<file path="src/rtl/proc_param_if.sv">
// Word-addressed req/ack memory bus between proc_param and its instruction/data memory.
interface proc_param_if #(
    parameter int DATA_W = 16,
    parameter int ADDR_W = 16
);
    logic              mem_req;
    logic              mem_we;
    logic [ADDR_W-1:0] mem_addr;
    logic [DATA_W-1:0] mem_wdata;
    logic              mem_ack;
    logic [DATA_W-1:0] mem_rdata;

    modport master (
        output mem_req, mem_we, mem_addr, mem_wdata,
        input  mem_ack, mem_rdata
    );

    modport slave (
        input  mem_req, mem_we, mem_addr, mem_wdata,
        output mem_ack, mem_rdata
    );
endinterface

</file>
<file path="src/rtl/proc_param.sv">
// Parametrised multi-cycle processor core: 16-bit instructions fetched over a req/ack
// memory bus, register file, output port and sticky illegal-opcode flag.
module proc_param #(
    parameter int DATA_W   = 16,
    parameter int ADDR_W   = 16,
    parameter int NUM_REGS = 16
) (
    input  logic              clk,
    input  logic              rst,
    proc_param_if.master      mem,
    output logic [DATA_W-1:0] out,
    output logic              outen,
    output logic [ADDR_W-1:0] pc,
    output logic [2:0]        state,
    output logic              halted,
    output logic              illegal,
    output logic [DATA_W-1:0] x1
);
    localparam int RW = (NUM_REGS > 2) ? $clog2(NUM_REGS) : 1;

    typedef enum logic [2:0] {
        FETCH  = 3'd0,
        EXEC   = 3'd1,
        MEM    = 3'd2,
        HALTED = 3'd3
    } state_t;

    typedef enum logic [3:0] {
        OP_NOP    = 4'h0,
        OP_OUTI   = 4'h1,
        OP_OUTLOC = 4'h2,
        OP_LI     = 4'h3,
        OP_OUTR   = 4'h4,
        OP_ADDI   = 4'h5,
        OP_LD     = 4'h6,
        OP_ST     = 4'h7,
        OP_BNZ    = 4'h8,
        OP_JMP    = 4'h9,
        OP_HALT   = 4'hF
    } op_t;

    state_t            state_q, state_d;
    logic [15:0]       instr;
    logic [DATA_W-1:0] regs [NUM_REGS];

    logic [3:0]        op;
    logic [7:0]        imm;
    logic [RW-1:0]     ridx;
    logic [DATA_W-1:0] rval, imm_z, imm_s;
    logic [ADDR_W-1:0] pc_inc, imm_a;

    logic [ADDR_W-1:0] pc_d;
    logic [DATA_W-1:0] out_d, reg_wd;
    logic              outen_d, illegal_d, reg_we, instr_ld;

    assign op     = instr[11:8];
    assign imm    = instr[7:0];
    assign ridx   = instr[12 +: RW];
    assign rval   = regs[ridx];
    assign imm_z  = DATA_W'(imm);
    assign imm_s  = {{(DATA_W-8){imm[7]}}, imm};
    assign imm_a  = ADDR_W'(imm);
    assign pc_inc = pc + ADDR_W'(1);

    // Bus fields derive only from state, pc and the latched instruction, all frozen
    // while a request waits, so they stay stable until ack without extra registers.
    assign mem.mem_req   = !rst && (state_q == FETCH || state_q == MEM);
    assign mem.mem_we    = (state_q == MEM) && (op == OP_ST);
    assign mem.mem_addr  = (state_q == MEM) ? imm_a : pc;
    assign mem.mem_wdata = rval;

    assign state  = state_q;
    assign halted = (state_q == HALTED);
    assign x1     = regs[1];

    always_comb begin
        state_d   = state_q;
        pc_d      = pc;
        out_d     = out;
        outen_d   = 1'b0;
        illegal_d = illegal;
        reg_we    = 1'b0;
        reg_wd    = imm_z;
        instr_ld  = 1'b0;
        case (state_q)
            FETCH: begin
                if (mem.mem_ack) begin
                    instr_ld = 1'b1;
                    state_d  = EXEC;
                end
            end
            EXEC: begin
                state_d = FETCH;
                pc_d    = pc_inc;
                case (op)
                    OP_NOP: ;
                    OP_OUTI: begin
                        out_d   = imm_z;
                        outen_d = 1'b1;
                    end
                    OP_OUTLOC, OP_LD, OP_ST: begin
                        state_d = MEM;
                        pc_d    = pc;
                    end
                    OP_LI: reg_we = 1'b1;
                    OP_OUTR: begin
                        out_d   = rval;
                        outen_d = 1'b1;
                    end
                    OP_ADDI: begin
                        reg_we = 1'b1;
                        reg_wd = rval + imm_s;
                    end
                    OP_BNZ:  if (rval != '0) pc_d = imm_a;
                    OP_JMP:  pc_d = imm_a;
                    OP_HALT: begin
                        state_d = HALTED;
                        pc_d    = pc;
                    end
                    default: illegal_d = 1'b1;
                endcase
            end
            MEM: begin
                if (mem.mem_ack) begin
                    state_d = FETCH;
                    pc_d    = pc_inc;
                    if (op == OP_OUTLOC) begin
                        out_d   = mem.mem_rdata;
                        outen_d = 1'b1;
                    end
                    if (op == OP_LD) begin
                        reg_we = 1'b1;
                        reg_wd = mem.mem_rdata;
                    end
                end
            end
            HALTED: ;
            default: state_d = FETCH;
        endcase
    end

    always_ff @(posedge clk or posedge rst) begin
        if (rst) begin
            state_q <= FETCH;
            pc      <= '0;
            instr   <= '0;
            out     <= '0;
            outen   <= 1'b0;
            illegal <= 1'b0;
        end else begin
            state_q <= state_d;
            pc      <= pc_d;
            out     <= out_d;
            outen   <= outen_d;
            illegal <= illegal_d;
            if (instr_ld) instr <= mem.mem_rdata[15:0];
        end
    end

    always_ff @(posedge clk or posedge rst) begin
        if (rst) begin
            for (int unsigned i = 0; i < NUM_REGS; i++) regs[i] <= '0;
        end else if (reg_we) begin
            regs[ridx] <= reg_wd;
        end
    end
endmodule

</file>
<file path="src/flat_wrapper.sv">
// flat-port wrapper written by rule: the top's interface ports become plain ports
module proc_param_flat 
#(
    parameter int DATA_W   = 16,
    parameter int ADDR_W   = 16,
    parameter int NUM_REGS = 16
)
  (clk, rst, out, outen, pc, state, halted, illegal, x1, mem_mem_req, mem_mem_we, mem_mem_addr, mem_mem_wdata, mem_mem_ack, mem_mem_rdata);
  proc_param_if #(.DATA_W(DATA_W), .ADDR_W(ADDR_W)) mem_i ();
  input  logic clk;
  input  logic rst;
  output logic [DATA_W-1:0] out;
  output logic outen;
  output logic [ADDR_W-1:0] pc;
  output logic [2:0] state;
  output logic halted;
  output logic illegal;
  output logic [DATA_W-1:0] x1;
  output wire logic [$bits(mem_i.mem_req)-1:0] mem_mem_req;
  output wire logic [$bits(mem_i.mem_we)-1:0] mem_mem_we;
  output wire logic [$bits(mem_i.mem_addr)-1:0] mem_mem_addr;
  output wire logic [$bits(mem_i.mem_wdata)-1:0] mem_mem_wdata;
  input wire logic [$bits(mem_i.mem_ack)-1:0] mem_mem_ack;
  input wire logic [$bits(mem_i.mem_rdata)-1:0] mem_mem_rdata;
  assign mem_mem_req = mem_i.mem_req;
  assign mem_mem_we = mem_i.mem_we;
  assign mem_mem_addr = mem_i.mem_addr;
  assign mem_mem_wdata = mem_i.mem_wdata;
  assign mem_i.mem_ack = mem_mem_ack;
  assign mem_i.mem_rdata = mem_mem_rdata;
  proc_param #(.DATA_W(DATA_W), .ADDR_W(ADDR_W), .NUM_REGS(NUM_REGS)) u_core (.clk(clk), .rst(rst), .mem(mem_i), .out(out), .outen(outen), .pc(pc), .state(state), .halted(halted), .illegal(illegal), .x1(x1));
endmodule
</file>
<file path="config.mk">
export PLATFORM = sky130hd
export DESIGN_NAME = proc_param_flat
export DESIGN_NICKNAME = d
export VERILOG_FILES = /design/src/rtl/proc_param_if.sv /design/src/rtl/proc_param.sv /design/src/flat_wrapper.sv
export SDC_FILE = /design/constraint.sdc
export NUM_CORES = 1
export LEC_CHECK = 0
export CAP_MARGIN = 15
export CORE_MARGIN = 3
export CORE_UTILIZATION = 35
export CTS_CLUSTER_SIZE = 14
export DETAILED_ROUTE_END_ITERATION = 10
export HOLD_SLACK_MARGIN = 0.15
export PLACE_DENSITY = 0.5
export SYNTH_ARGS = -nofsm -noshare
export SYNTH_HDL_FRONTEND = slang
export SYNTH_SLANG_ARGS = --single-unit
export TNS_END_PERCENT = 20
</file>
<file path="constraint.sdc">
create_clock -name clk -period 13.9 [get_ports clk]
set_input_delay 2.085 -clock clk [delete_from_list [all_inputs] [get_ports clk]]
set_output_delay 2.085 -clock clk [all_outputs]
set_load 0.1 [all_outputs]
</file>
# Word-level counts from Yosys, hierarchy flattened
# Index checks and enable logic that the tools add are counted.
# word_totals
reg_bits	309
input_bits	19
out_inout_bits	88
wordCells	98
# classes
muxes	33
eq_ne	18
magnitude_cmp	2
addsub	2
reduce_logical	18
bitwise	3
# op_table
cell	n
$bwmux 256	1
$mux 16	11
$pmux 16 s2	4
$bmux 16 s4	1
$demux 16 s4	1
$pmux 16 s3	1
$add 16x1->16 const B	1
$add 16x16->16	1
$eq 4x3->1 const B	4
$reduce_bool 16->1	1
$eq 4x4->1 const B	3
$pmux 3 s4	1
$reduce_or 11->1	1
$eq 4x2->1 const B	2
$mux 1	8
$ne 2x2->1 const B	4
$eq 3x2->1 const B	2
$mux 3	2
$reduce_and 3->1	2
$ge 5x5->1 const B	1
$lt 5x1->1 const B	1
$not 4->5	1
$eq 4x1->1 const B	1
$logic_not 4->1	1
15 further kinds	20

# Longest topological paths before layout
# depth
depth_word	8
ltp_mapped	18
depth_no_buf	13

# Worst setup path after synthesis
# No wires, ideal clock.
# synth_path
path_kind	flip-flop to output port
from	reg u_core.state_q[1] (netlist: u_core.state[1])
to	out mem_mem_req
t_required_ns	11.815
arrival_ns	3.460
path_buffers	3
slack_ns	8.355
path_stages_with_launch	7
path_cell_list	dfrtp_1 -> ha_1 -> clkbuf_1 -> buf_1 -> clkbuf_1 -> nor2_1 -> nor2_1
# synth_between
elab_chain_cells	3
elab_cells_between_ends	4
classes_between	eq/ne (1); reduce/logical (3)
# synth_lines
element	line	rtl
from (decl)	proc_param.sv:42	state_t state_q, state_d;
from (signal assigned)	proc_param.sv:151	state_q <= state_d;
$eq 3x2->1 / $logic_not 3->1 (equally long branches)	proc_param.sv:67	assign mem.mem_req = !rst && (state_q == FETCH || state_q == MEM);
$logic_or 1x1->1 *	proc_param.sv:67	
$logic_and 1x1->1 *	proc_param.sv:67	
to (decl)	flat_wrapper.sv:19	output wire logic [$bits(mem_i.mem_req)-1:0] mem_mem_req;
# Every way passes the cells marked *; elsewhere a longest branch is shown, timed or not.

# Worst setup path in the final report
# layout_path
from	reg u_core.instr[12]
to	out mem_mem_wdata[1]
# layout_between
elab_chain_cells	4
# layout_lines
element	line	rtl
from (decl)	proc_param.sv:43	logic [15:0] instr;
from (signal assigned)	proc_param.sv:156	if (instr_ld) instr <= mem.mem_rdata[15:0];
$not 4->5 (implied by the code)	proc_param.sv:59	assign rval = regs[ridx];
$bmux 16 s4	proc_param.sv:59	
$mux 16 (implied by the code) (2 in a row)	proc_param.sv:59	
to (decl)	flat_wrapper.sv:22	output wire logic [$bits(mem_i.mem_wdata)-1:0] mem_mem_wdata;
# Every way passes these cells. The select of a mux whose other input is x is not followed.

==> results_dict.tcl <==
set metrics [dict create \
    grt_max_degree 117 \
    die-area_mm2 0.0464 \
    synth_edf_count 0 \
    cp-end-kind "output pin" \
    hold_viol_final 0 \
    vdd_drop_max_v 0.000154 \
    nets 1579 \
    tns_ns 0 \
    fin_skew_ns 0.0171 \
    crit_required_ns 11.81 \
    yosys_warnings 0 \
    cts_buffer_depth 3 \
    drtAntennaViolNets 0 \
    grt-ovfl-total 0 \
    p_leak_nw 7.66 \
    synth_cell_types 65 \
    slew_headroom 0.229 \
    avgSynthCellArea_um2 10.3 \
    synth_top_area_cell "dfrtp_1" \
    postCtsResizedCells 0 \
    hold_class "reg2reg" \
    min_delay_path_depth 2 \
    dpl_cell_area_mm2 0.0168 \
    fin_cells 2147 \
    worstReg2RegEnd "u_core.regs[252]" \
    tritoncts "done" \
    drive_above_1_share 0.133 \
    coreArea_mm2 0.0433 \
    crit_fanout 45 \
    worst_slack_ns 7.30 \
    clock-sinks 308 \
    r2r-start "u_core.instr[12]" \
    num_vias 11200 \
    syn_to_final_growth_pct 16.9 \
    routed_wl_mm 42.8 \
    dpl.hpwl_mm 28.3 \
    fp-row-count 76 \
    powerDensity_mw_per_mm2 236 \
    grt_usage 0.186 \
    r2r_cells 13 \
    post_cts_buffers 0 \
    synth_area_leaders "dfrtp_1, mux4_2, o21ai_0, nand2_1, nor2_1" \
    place.gp.congestion 0.842 \
    dp.cells 2084 \
    synth-seq-area-share 0.502 \
    die_h_um 216 \
    start_util 0.355 \
    hp-start "u_core.regs[154]" \
    htreeDepth 2 \
    critPathArrivalTime_ns 4.52 \
    outcome "finished clean" \
    fin_crit_sh 0.475 \
    fmax_mhz 151 \
    drtIter0Drc 804 \
    min_to "u_core.regs[154]" \
    syn_inst 1485 \
    setup_viol 0 \
    critPathKind "reg2out" \
    final_area_mm2 0.0180 \
    period_needed_ns 6.60 \
    final_max_slew_viol_count 0 \
    synth_fp_nets 1525 \
    clkLatencyLatePin_ns 0.53 \
    rrSetupSlack_ns 7.90 \
    detail_route.wl_per_cell_um 19.9 \
    ys_ff_latch 308 \
    root_buffer "clkbuf_16" \
    firstDrtPassIters 5 \
    async_reset_ff_frac 1.00 \
    clk_pin_slew_worst_paths_ns 0.06 \
    die_x_um 216 \
    worstMarginPinSlew_ns 1.15 \
    detailedPlace.worstSlack_ns 7.74 \
    post_drt_via_cell_ratio 5.24 \
    antenna_found_initial 0 \
    crit_path_start_kind "flop" \
    holdBufCountCts 0 \
    cts_buffers 36 \
    netlist_area_mm2 0.0154 \
    port_buffers 105 \
    diodes 0 \
    maxCapViolations 0 \
    synth_top_area_frac 0.502 \
    ios 107 \
    rsz0062_at_grt "no" \
    grt_pass1_vias 11300 \
    grt_pass1_wl_mm 68.3 \
    synth_top_flop_cell "dfrtp_1" \
    route.detailed.drc 0 \
    hold_ws_ns 0.473 \
]
==> cell families after synthesis <==
family | count (synthesis) | share of synthesized area
compound gates | 398 | 0.151
simple gates | 469 | 0.135
buf+inv | 133 | 0.0397
flops | 308 | 0.502
fa+ha+maj | 21 | 0.0176
mux | 130 | 0.141
other cells | 1 | 0.000244
xor+xnor | 25 | 0.0143
==> synthesized netlist by cell type (4+ instances only) <==
master    number
inv_1         10
o31ai_1       17
buf_4         19
xor2_1        13
and3_1         7
a221oi_1       6
nand4_1        7
xnor2_1       12
nand3b_1       4
nor2_1       143
a21oi_1      100
nand2b_1       8
clkbuf_1      87
mux2i_1       20
nor3_1        16
o21ai_0      173
a31oi_1       16
mux2_2        42
dfrtp_1      308
mux4_2        64
ha_1          20
and2_1         4
buf_6          5
nor2b_1       14
a22oi_1       50
nor4_4         4
nand3_1       14
nand2_1      229
buf_1         10
a21o_1         5
==> worst max path at each step <==
| stage | startpoint | to | slack (ns) | depth (start not counted) |
|---|---|---|---|---|
| 6_report | u_core.instr[12] | mem_mem_wdata[1] | 7.30 | 5 |
| 5_1_grt | u_core.instr[12] | mem_mem_wdata[1] | 6.98 | 5 |
| 4_1_cts | u_core.instr[12] | mem_mem_wdata[1] | 7.16 | 5 |
| 3_5_place_dp | u_core.instr[12] | mem_mem_wdata[1] | 7.74 | 5 |
| 3_3_place_gp | u_core.instr[12] | mem_mem_wdata[1] | 7.76 | 5 |
| 2_1_floorplan | rst | u_core.illegal | 3.30 | 1 |
==> final cells by class <==
| cell class | count | area (um2) |
|---|---|---|
| fill | 4214 | 25300 |
| clock buffer | 56 | 1050 |
| multi-input combinational | 1044 | 7070 |
| timing repair buffer | 139 | 1310 |
| clock inverter | 5 | 55.1 |
| inverter | 10 | 45.0 |
| sequential | 308 | 7710 |
| tap | 585 | 732 |
==> critical path, cell delays in order (launching register included) <==
cell and delay (ns):
dfrtp_4 1.06, buf_4 0.61, mux4_2 0.58, a22oi_1 0.27
nand2_1 0.34, clkdlybuf4s50_1 1.08
==> metal layers <==
layer  GRT usage  up-vias  wire, um
li1            -     5406         -
met1       0.260     5550     20000
met2       0.306      230     20000
met3      0.0293       61      1770
met4      0.0436        0       936
met5           0        -         0
==> through the flow <==
step,power [W],util
finish,0.00423,0.415
global placement,0.00333,0.389
CTS,0.00427,0.415
detailed placement,0.00336,0.389
global route,0.00450,0.415
floorplan,0.00284,-
==> power by group <==
part | switching [W] | internal [W]
logic | 0.00130 | 0.000676
clock network | 0.000376 | 0.000519
registers | 0.000235 | 0.00113
==> registers in the layout, summed over array words and instances (netlist names) <==
name / cells
u_core.out: 16
u_core.outen: 1
u_core.illegal: 1
u_core.regs: 240
u_core.state: 2
u_core.x1: 16
u_core.instr: 16
u_core.pc: 16
==> cells in the final DEF (no fill, tap or decap), drive strengths merged, types with 46 or more instances in the layout <==
cell and instances:
a21oi 100, a22oi 51, clkbuf 57, clkdlybuf4s50 105, dfrtp 308, mux2 46
mux4 64, nand2 230, nor2 143, o21ai 173
(Power assumes the default switching activity.)
